===== config.mk =====
export PLATFORM = sky130hd
export DESIGN_NAME = player_overlay_renderer
export DESIGN_NICKNAME = d
export VERILOG_FILES = /design/src/rtl/player_overlay_renderer.sv
export SDC_FILE = /design/constraint.sdc
export NUM_CORES = 1
export LEC_CHECK = 0
export BUFFER_PORTS_ARGS = -buffer_cell sky130_fd_sc_hd__buf_4
export CAP_MARGIN = 20
export CORE_MARGIN = 10
export CORE_UTILIZATION = 49
export DETAILED_ROUTE_END_ITERATION = 12
export GPL_TIMING_DRIVEN = 1
export MAX_ROUTING_LAYER = met4
export PLACE_DENSITY = 0.93
export SLEW_MARGIN = 20
export SYNTH_ARGS = -nofsm -noshare
export SYNTH_HDL_FRONTEND = slang
export SYNTH_SLANG_ARGS = --single-unit

===== constraint.sdc =====
create_clock -name clk -period 3.1 [get_ports clk]
set_input_delay 0.31 -clock clk [delete_from_list [all_inputs] [get_ports clk]]
set_output_delay 0.31 -clock clk [all_outputs]
set_load 0.01 [all_outputs]

===== src/rtl/player_overlay_renderer.sv =====
// player_overlay_renderer: N-player pixel compositor feeding the VGA driver.
// Player geometry is latched once per frame. Each pixel then takes two
// registered stages: a per-player hit test, then a priority colour select.
// A per-player hit-flash inverts that player's body colour for a set number
// of frames.
// Optional feature macro: HITBOX_OVERLAY_EN. When defined, hit and hurt box
// borders are drawn over the bodies. When undefined, only bodies and the
// background are drawn, and the box inputs are ignored.
module player_overlay_renderer #(
  parameter int          NUM_PLAYERS  = 2,
  parameter int          COORD_W      = 10,
  parameter int          BOX_W        = 100,
  parameter int          BOX_H        = 100,
  parameter int          FLASH_FRAMES = 8,
  parameter logic [7:0]  BG_COLOR     = 8'b00100101
) (
  input  logic                             clk,
  input  logic                             rst,
  input  logic                             frame_tick,
  input  logic                             pix_valid,
  input  logic [COORD_W-1:0]               pix_x,
  input  logic [COORD_W-1:0]               pix_y,
  input  logic [NUM_PLAYERS*COORD_W-1:0]   posx_flat,
  input  logic [NUM_PLAYERS*COORD_W-1:0]   posy_flat,
  input  logic [NUM_PLAYERS*4-1:0]         state_flat,
  input  logic [NUM_PLAYERS*4*COORD_W-1:0] hit_box_flat,
  input  logic [NUM_PLAYERS*4*COORD_W-1:0] hurt_box_flat,
  input  logic [NUM_PLAYERS-1:0]           hit_pulse,
  output logic [7:0]                       color_out,
  output logic                             color_valid,
  output logic [NUM_PLAYERS-1:0]           flash_active
);

  localparam logic [7:0]       RED    = 8'b11100000;
  localparam logic [7:0]       YELLOW = 8'b11111100;
  localparam logic [COORD_W:0] LP_BW  = (COORD_W+1)'(BOX_W);
  localparam logic [COORD_W:0] LP_BH  = (COORD_W+1)'(BOX_H);
  localparam logic [7:0]       LP_FF  = 8'(FLASH_FRAMES);

  // The extent sums are one bit wider than a coordinate, so a body near the
  // screen limit is clipped there and never wraps back to small coordinates.
  function automatic logic f_in_body(input logic [COORD_W-1:0] px, py, x, y);
    logic [COORD_W:0] xe, ye;
    xe = {1'b0, px} + LP_BW;
    ye = {1'b0, py} + LP_BH;
    return (x >= px) && ({1'b0, x} < xe) && (y >= py) && ({1'b0, y} < ye);
  endfunction

  function automatic logic [7:0] f_body_color(input logic [3:0] st);
    case (st)
      4'd0:    return 8'b11100000;
      4'd1:    return 8'b00001111;
      4'd2:    return 8'b11110000;
      4'd3:    return 8'b00011111;
      4'd4:    return 8'b11111100;
      default: return 8'b11111111;
    endcase
  endfunction

  // Reload on a hit. Otherwise count down once per frame and stop at zero.
  function automatic logic [7:0] f_flash_next(input logic [7:0] cnt, input logic load, tick);
    if (load)
      return LP_FF;
    else if (tick && (cnt != 8'd0))
      return cnt - 8'd1;
    else
      return cnt;
  endfunction

  logic [COORD_W-1:0] r_px [NUM_PLAYERS];
  logic [COORD_W-1:0] r_py [NUM_PLAYERS];
  logic [3:0]         r_st [NUM_PLAYERS];
  logic               r_loaded;
  logic [7:0]         r_flash_cnt [NUM_PLAYERS];
  logic [NUM_PLAYERS-1:0] r_flash_active;

  logic               r_vld_p1;
  logic               r_loaded_p1;
  logic [NUM_PLAYERS-1:0] r_body_p1;
  logic [NUM_PLAYERS-1:0] r_inv_p1;
  logic [3:0]         r_state_p1 [NUM_PLAYERS];

  logic [NUM_PLAYERS-1:0] w_body;
  logic [7:0]         w_color;

`ifdef HITBOX_OVERLAY_EN
  // A box {x1,x2,y1,y2} with x1 > x2 or y1 > y2 is treated as empty.
  function automatic logic f_on_border(input logic [4*COORD_W-1:0] b, input logic [COORD_W-1:0] x, y);
    logic [COORD_W-1:0] x1, x2, y1, y2;
    x1 = b[3*COORD_W +: COORD_W];
    x2 = b[2*COORD_W +: COORD_W];
    y1 = b[COORD_W +: COORD_W];
    y2 = b[0 +: COORD_W];
    if ((x1 > x2) || (y1 > y2))
      return 1'b0;
    return (((x == x1) || (x == x2)) && (y >= y1) && (y <= y2)) ||
           (((y == y1) || (y == y2)) && (x >= x1) && (x <= x2));
  endfunction

  logic [4*COORD_W-1:0] r_hit  [NUM_PLAYERS];
  logic [4*COORD_W-1:0] r_hurt [NUM_PLAYERS];
  logic [NUM_PLAYERS-1:0] r_hitb_p1;
  logic [NUM_PLAYERS-1:0] r_hurtb_p1;
  logic [NUM_PLAYERS-1:0] w_hitb;
  logic [NUM_PLAYERS-1:0] w_hurtb;

  // Latch the box geometry once per frame, alongside the positions.
  always_ff @(posedge clk or negedge rst) begin
    if (!rst) begin
      for (int i = 0; i < NUM_PLAYERS; i++) begin
        r_hit[i]  <= '0;
        r_hurt[i] <= '0;
      end
    end else if (frame_tick) begin
      for (int i = 0; i < NUM_PLAYERS; i++) begin
        r_hit[i]  <= hit_box_flat[i*4*COORD_W +: 4*COORD_W];
        r_hurt[i] <= hurt_box_flat[i*4*COORD_W +: 4*COORD_W];
      end
    end
  end

  // Border hit tests for the pixel entering stage 1.
  always_comb begin
    w_hitb  = '0;
    w_hurtb = '0;
    for (int i = 0; i < NUM_PLAYERS; i++) begin
      w_hitb[i]  = f_on_border(r_hit[i], pix_x, pix_y);
      w_hurtb[i] = f_on_border(r_hurt[i], pix_x, pix_y);
    end
  end

  // Stage 1 border flags.
  always_ff @(posedge clk or negedge rst) begin
    if (!rst) begin
      r_hitb_p1  <= '0;
      r_hurtb_p1 <= '0;
    end else begin
      r_hitb_p1  <= w_hitb;
      r_hurtb_p1 <= w_hurtb;
    end
  end
`else
  logic w_unused_boxes;
  assign w_unused_boxes = ^{hit_box_flat, hurt_box_flat};
`endif

  // Latch position and state on frame_tick. This also marks the shadows valid.
  always_ff @(posedge clk or negedge rst) begin
    if (!rst) begin
      r_loaded <= 1'b0;
      for (int i = 0; i < NUM_PLAYERS; i++) begin
        r_px[i] <= '0;
        r_py[i] <= '0;
        r_st[i] <= '0;
      end
    end else if (frame_tick) begin
      r_loaded <= 1'b1;
      for (int i = 0; i < NUM_PLAYERS; i++) begin
        r_px[i] <= posx_flat[i*COORD_W +: COORD_W];
        r_py[i] <= posy_flat[i*COORD_W +: COORD_W];
        r_st[i] <= state_flat[i*4 +: 4];
      end
    end
  end

  // Per-player flash counters. The active flag is registered from the next
  // count, so it always agrees with the counter.
  always_ff @(posedge clk or negedge rst) begin
    if (!rst) begin
      r_flash_active <= '0;
      for (int i = 0; i < NUM_PLAYERS; i++)
        r_flash_cnt[i] <= '0;
    end else begin
      for (int i = 0; i < NUM_PLAYERS; i++) begin
        r_flash_cnt[i]    <= f_flash_next(r_flash_cnt[i], hit_pulse[i], frame_tick);
        r_flash_active[i] <= (f_flash_next(r_flash_cnt[i], hit_pulse[i], frame_tick) != 8'd0);
      end
    end
  end

  assign flash_active = r_flash_active;

  // Body hit tests for the pixel entering stage 1.
  always_comb begin
    w_body = '0;
    for (int i = 0; i < NUM_PLAYERS; i++)
      w_body[i] = f_in_body(r_px[i], r_py[i], pix_x, pix_y);
  end

  // Stage 1: hit flags, plus the state and flash snapshot this pixel uses.
  always_ff @(posedge clk or negedge rst) begin
    if (!rst) begin
      r_vld_p1    <= 1'b0;
      r_loaded_p1 <= 1'b0;
      r_body_p1   <= '0;
      r_inv_p1    <= '0;
      for (int i = 0; i < NUM_PLAYERS; i++)
        r_state_p1[i] <= '0;
    end else begin
      r_vld_p1    <= pix_valid;
      r_loaded_p1 <= r_loaded;
      r_body_p1   <= w_body;
      r_inv_p1    <= r_flash_active;
      for (int i = 0; i < NUM_PLAYERS; i++)
        r_state_p1[i] <= r_st[i];
    end
  end

  // Priority select. Layers are written from lowest to highest priority, and
  // each layer is scanned from the highest index down, so index 0 wins.
  always_comb begin
    w_color = BG_COLOR;
    for (int i = NUM_PLAYERS-1; i >= 0; i--)
      if (r_body_p1[i])
        w_color = r_inv_p1[i] ? ~f_body_color(r_state_p1[i]) : f_body_color(r_state_p1[i]);
`ifdef HITBOX_OVERLAY_EN
    for (int i = NUM_PLAYERS-1; i >= 0; i--)
      if (r_hurtb_p1[i])
        w_color = YELLOW;
    for (int i = NUM_PLAYERS-1; i >= 0; i--)
      if (r_hitb_p1[i] && ((r_state_p1[i] == 4'd4) || (r_state_p1[i] == 4'd5)))
        w_color = (r_state_p1[i] == 4'd4) ? RED : YELLOW;
`endif
    if (!r_loaded_p1)
      w_color = BG_COLOR;
  end

  // Stage 2: registered colour output. The colour holds while no pixel is valid.
  always_ff @(posedge clk or negedge rst) begin
    if (!rst) begin
      color_valid <= 1'b0;
      color_out   <= BG_COLOR;
    end else begin
      color_valid <= r_vld_p1;
      if (r_vld_p1)
        color_out <= w_color;
    end
  end

endmodule


Word-level counts from Yosys, hierarchy flattened
Cells that the tools add are included.
{"block": "word_totals", "register_bits": 90, "inputBits": 234, "out_inout_bits": 11, "word_cells": 69}
{"block": "op_classes", "addsub": 6, "order_cmp": 8, "n_eq_ne": 8, "n_mux": 13, "n_bitwise": 2, "reduce_logical": 14}
{"cell": "$mux W8", "count": 11}
{"cell": "$pmux W8 S5", "count": 2}
{"cell": "$add A10 B7 Y11 const B", "count": 4}
{"cell": "$lt A10 B11 Y1", "count": 4}
{"cell": "$ge A10 B10 Y1", "count": 4}
{"cell": "$reduce_bool A8 Y1", "count": 4}
{"cell": "$eq A4 B2 Y1 const B", "count": 4}
{"cell": "$not A8 Y8", "count": 2}
{"cell": "$sub A8 B1 Y8 const B", "count": 2}
{"cell": "$eq A4 B1 Y1 const B", "count": 2}
{"cell": "$eq A4 B3 Y1 const B", "count": 2}
{"cell": "$logic_and A1 B1 Y1", "count": 8}
{"cell": "$logic_not A4 Y1", "count": 2}

Logic depth before layout (Yosys ltp)
{"block": "logic_depth", "depth_word": 8, "depth_mapped": 11, "depth_no_buf": 11}

Least setup slack after synthesis
Ideal clock, no wire load.
{"block": "synth_path", "kind": "register -> register", "startpoint": "register r_flash_cnt[3] (netlist name)", "endpoint": "register r_flash_active[1] (netlist: flash_active[1])", "setup_ns": 0.139, "t_arrival_ns": 2.164, "required_ns": 2.961, "setup_slack_ns": 0.797, "stages_incl_launch_ff": 6, "path_buffers": 0, "synth_period_minus_slack_ns": 2.303, "cell_sequence": "dfrtp_1 or4b_1 a211oi_1 mux2_2 a2111oi_2 or4b_1"}
{"block": "synth_via", "elab_chain_len": 5, "elab_cells_between_ends": 6, "classes_between": "add/sub (1); mux (2); reduce/logical (3)"}
{"element": "from (decl)", "line": "74", "source": "logic [7:0] r_flash_cnt [NUM_PLAYERS];"}
{"element": "from (signal, indexed assignment)", "line": "175", "source": "r_flash_cnt[i] <= f_flash_next(r_flash_cnt[i], hit_pulse[i], frame_tick);"}
{"element": "branches (longest 2 deep; another with $sub A8 B1 Y8)"}
{"element": "$mux W8 (*) (2 in series)"}
{"element": "$reduce_bool A8 Y1 (*)", "line": "176", "source": "r_flash_active[i] <= (f_flash_next(r_flash_cnt[i], hit_pulse[i], frame_tick) != 8'd0);"}
{"element": "to (signal, indexed assignment)", "line": "176"}
{"element": "to (decl)", "line": "75", "source": "logic [NUM_PLAYERS-1:0] r_flash_active;"}
Mark *: on every way between the ends.
A chain may end at the register's enable or synchronous reset.

Worst setup path in the final report
{"block": "layout_path", "startpoint": "register r_px[12] (netlist name)", "endpoint": "register r_body_p1[0]"}
{"block": "layout_via", "elab_chain_len": 5, "elab_cells_between_ends": 6, "classes_between": "add/sub (1); order compare (2); reduce/logical (3)"}
{"element": "from (decl)", "line": "70", "source": "logic [COORD_W-1:0] r_px [NUM_PLAYERS];"}
{"element": "from (signal, indexed assignment)", "line": "159", "source": "r_px[i] <= posx_flat[i*COORD_W +: COORD_W];"}
{"element": "$add A10 B7 Y11", "line": "44", "source": "xe = {1'b0, px} + LP_BW;"}
{"element": "$lt A10 B11 Y1", "line": "46", "source": "return (x >= px) && ({1'b0, x} < xe) && (y >= py) && ({1'b0, y} < ye);"}
{"element": "$logic_and A1 B1 Y1 (*) (3 in series)", "line": "46"}
{"element": "named net w_body[0]", "line": "83", "source": "logic [NUM_PLAYERS-1:0] w_body;"}
{"element": "to (signal assigned)", "line": "202", "source": "r_body_p1 <= w_body;"}
{"element": "to (decl)", "line": "79", "source": "logic [NUM_PLAYERS-1:0] r_body_p1;"}
Mark *: on every way through the listed nets, which the timed path passes. The rest lies on a longest branch.

==> impl_metrics.tcl <==
set metrics [dict create \
    synthMuxAreaShare_pct 2.74 \
    nets 994 \
    clkPwrFrac_pct 34.2 \
    cts_max_path_buffers 2 \
    hold_violations 0 \
    groute.usage.overall_pct 17.0 \
    syn2layout_area_growth_pct 19.5 \
    ir_drop_uv 384 \
    fin_tns_setup_ps 0 \
    synth_area_per_cell_um2 9.59 \
    synth_top_family_by_area "adder cells" \
    htree_levels 3 \
    finalMaxSlewViolations 0 \
    status "finished clean" \
    dp_cells 811 \
    holdPathStages 1 \
    vias 4645 \
    cts_hold_repair.buffers 1 \
    yosys.area_share.simple_pct 14.2 \
    placed_area_mm2 0.00649 \
    ys_seq_area_share_pct 39.0 \
    die_h_um 128 \
    synth_compound_area_share_pct 15.6 \
    synthDistinctLibCells 57 \
    fmax_ghz 0.358 \
    timing_worst_setup_path_type "reg2reg" \
    period_needed_ps 2800 \
    overflow 0 \
    rows 39 \
    synth_nets 910 \
    fillers 988 \
    clkTransAtPathRegs_ps 70 \
    die-area_mm2 0.0164 \
    crit_required_ps 3290 \
    cts_setup_buffers 0 \
    antenna_found_initial 0 \
    ys_top_cells_by_area "dfrtp_1 (38%), ha_1 (18%), xnor2_1 (6.0%)" \
    boundaryPins 245 \
    cts_root_buf "clkbuf_16" \
    drcViolationCount 0 \
    pwr-share-comb_pct 26.0 \
    fin_skew_ps 3.32 \
    final_area_mm2 0.00683 \
    slew_headroom_pct 62.3 \
    ys.flop_type "dfrtp_1" \
    portBuffers 84 \
    cts_resized 0 \
    wl_per_cell_um 16.0 \
    routed_wl_mm 13.2 \
    antenna_left 0 \
    p_switching_mw 1.04 \
    grt_start_max_net_pins 47 \
    worst_pin_slew_ps 561 \
    grt_pass1_wl_mm 22.4 \
    r2r_slack_ps 300 \
    hold_ws_ps 66.9 \
    layout_common_cells "buf_4 (88), dfrtp_1 (86), ha_1 (80)" \
    grt_setup_unrepaired "no" \
    p_per_area_mw_per_mm2 512 \
    synth_top_area_cell "dfrtp_1" \
    gp_congestion 0.912 \
    fp.coreArea_mm2 0.0114 \
    die_width_um 128 \
    seqPwrFrac_pct 39.8 \
    ys_ff_latch 89 \
    static-leakage-power_nw 3.20 \
    syn_area_mm2 0.00571 \
    via_per_inst 5.61 \
    cts.sinks 89 \
    fin_crit_sh_pct 90.2 \
    grt_pass1_vias 4728 \
    layout-drive-gt1-share_pct 19.0 \
    layout.cells.non_filler 828 \
    end_kind "register" \
    arrival_ps 2980 \
    dr.pass1.iters 4 \
    insertion_delay_ps 350 \
    setup_viol 0 \
    synth_cells 596 \
    cap_violations 0 \
    hpwl_mm 10.4 \
    async_reset_ff_share_pct 100 \
    power.share.switching_pct 29.9 \
    cp-start-kind "register" \
    synth-edff-count 0 \
    final_common_cell "buf_4" \
    synth_fa_ha_area_share_pct 17.5 \
    yosysWarnings 0 \
    synth_top_area_share_pct 37.7 \
    cts_tree "yes" \
    start_util_pct 50.0 \
    path_max_fanout 4 \
    drt-initial-drc-count 353 \
    diodes 0 \
    r2r_cells 11 \
    synth_xor_area_share_pct 6.13 \
    cts_buffers 9 \
    min_path_type "in2reg" \
    intPower_mw 2.45 \
]
## power groups by stage
stage | clock network [mW] | registers, mW | logic, mW
after floorplan | 0 | 1.39 | 0.611
after global placement | 0 | 1.40 | 0.860
after detailed placement | 0 | 1.41 | 0.902
after CTS | 1.22 | 1.39 | 0.913
after global routing | 1.28 | 1.41 | 1.03
final | 1.20 | 1.39 | 0.909
## logic make-up after synthesis
family,Yosys count
AOI/OAI and AO/OA,142
xor gates and xnor gates,40
adders and majority gates,80
buffers and inverters,71
DFF,89
muxes,14
and+or+nand+nor,160
## worst paths after layout
path,from,endpoint
worst min register to register,r_loaded,r_loaded_p1
max in group asynchronous,rst,color_out[0]
worst min-delay path,pix_valid,r_vld_p1
worst max register to register,r_px[12],r_body_p1[0]
worst max-delay path,r_px[12],r_body_p1[0]
min in group asynchronous,rst,r_vld_p1
## Yosys cell counts (3+ instances only)
cell and instances:
a21oi_1 31, nand4_1 4, and3_1 5, o311ai_0 3, clkbuf_1 14, a21boi_0 3, inv_1 55, nand2b_1 7
nand2_1 58, o22ai_1 5, a211o_1 3, o21ai_0 47, nor4_1 6, a21o_1 7, dfrtp_1 86, nand3_1 10
nor2b_1 9, o211ai_1 4, mux2_2 13, a2111oi_0 3, dfstp_2 3, or4_1 3, or2_2 4, ha_1 80
nor3b_1 4, a31oi_1 7, a211oi_1 9, nor2_1 28, nor3_1 10, xnor2_1 39
## cell type report
cell class / count / area [µm²] / share of cell area (%)
multi-input cells: 436 / 3210 / 47.0
well taps: 143 / 179 / 2.62
clock buffers: 11 / 243 / 3.56
clock inverters: 5 / 85.1 / 1.25
inverters: 55 / 206 / 3.02
repair buffers: 89 / 671 / 9.83
flip-flops and latches: 89 / 2230 / 32.7
## per-stage QoR
stage / setup WS [ps] / util (%) / total power [mW]
floorplan: 797 / - / 2.00
finish: 304 / 59.8 / 3.50
detailed placement: 374 / 56.8 / 2.31
global route: 285 / 59.8 / 3.72
CTS: 355 / 59.8 / 3.53
global placement: 470 / 56.8 / 2.26
## sequential cells by signal (all words and copies together) (netlist names)
register,flops
r_px,20
r_py,20
r_flash_cnt,16
r_st,8
r_state_p1,8
color_out,7
flash_active,2
r_body_p1,2
r_inv_p1,2
color_valid,1
r_loaded,1
r_loaded_p1,1
r_vld_p1,1
## layer usage
metal | vias up | GRT usage, % | share of wire [%]
met4 | 0 | 6.23 | 1.7
met2 | 132 | 26.6 | 46
met1 | 2219 | 20.9 | 46
met5 | - | - | 0
met3 | 16 | 4.18 | 6.0
li1 | 2278 | - | -
## worst max-delay path, stage by stage, from the launching register on
cell and delay (ps):
dfrtp_1 420, ha_1 240, a21oi_1 260, nand2_1 140
nand2_1 100, xnor2_1 110, ha_1 260, a21o_1 160
a21oi_1 220, a22o_1 180, a21oi_1 60, nor4_1 490
Power figures use the tool's default switching activity.
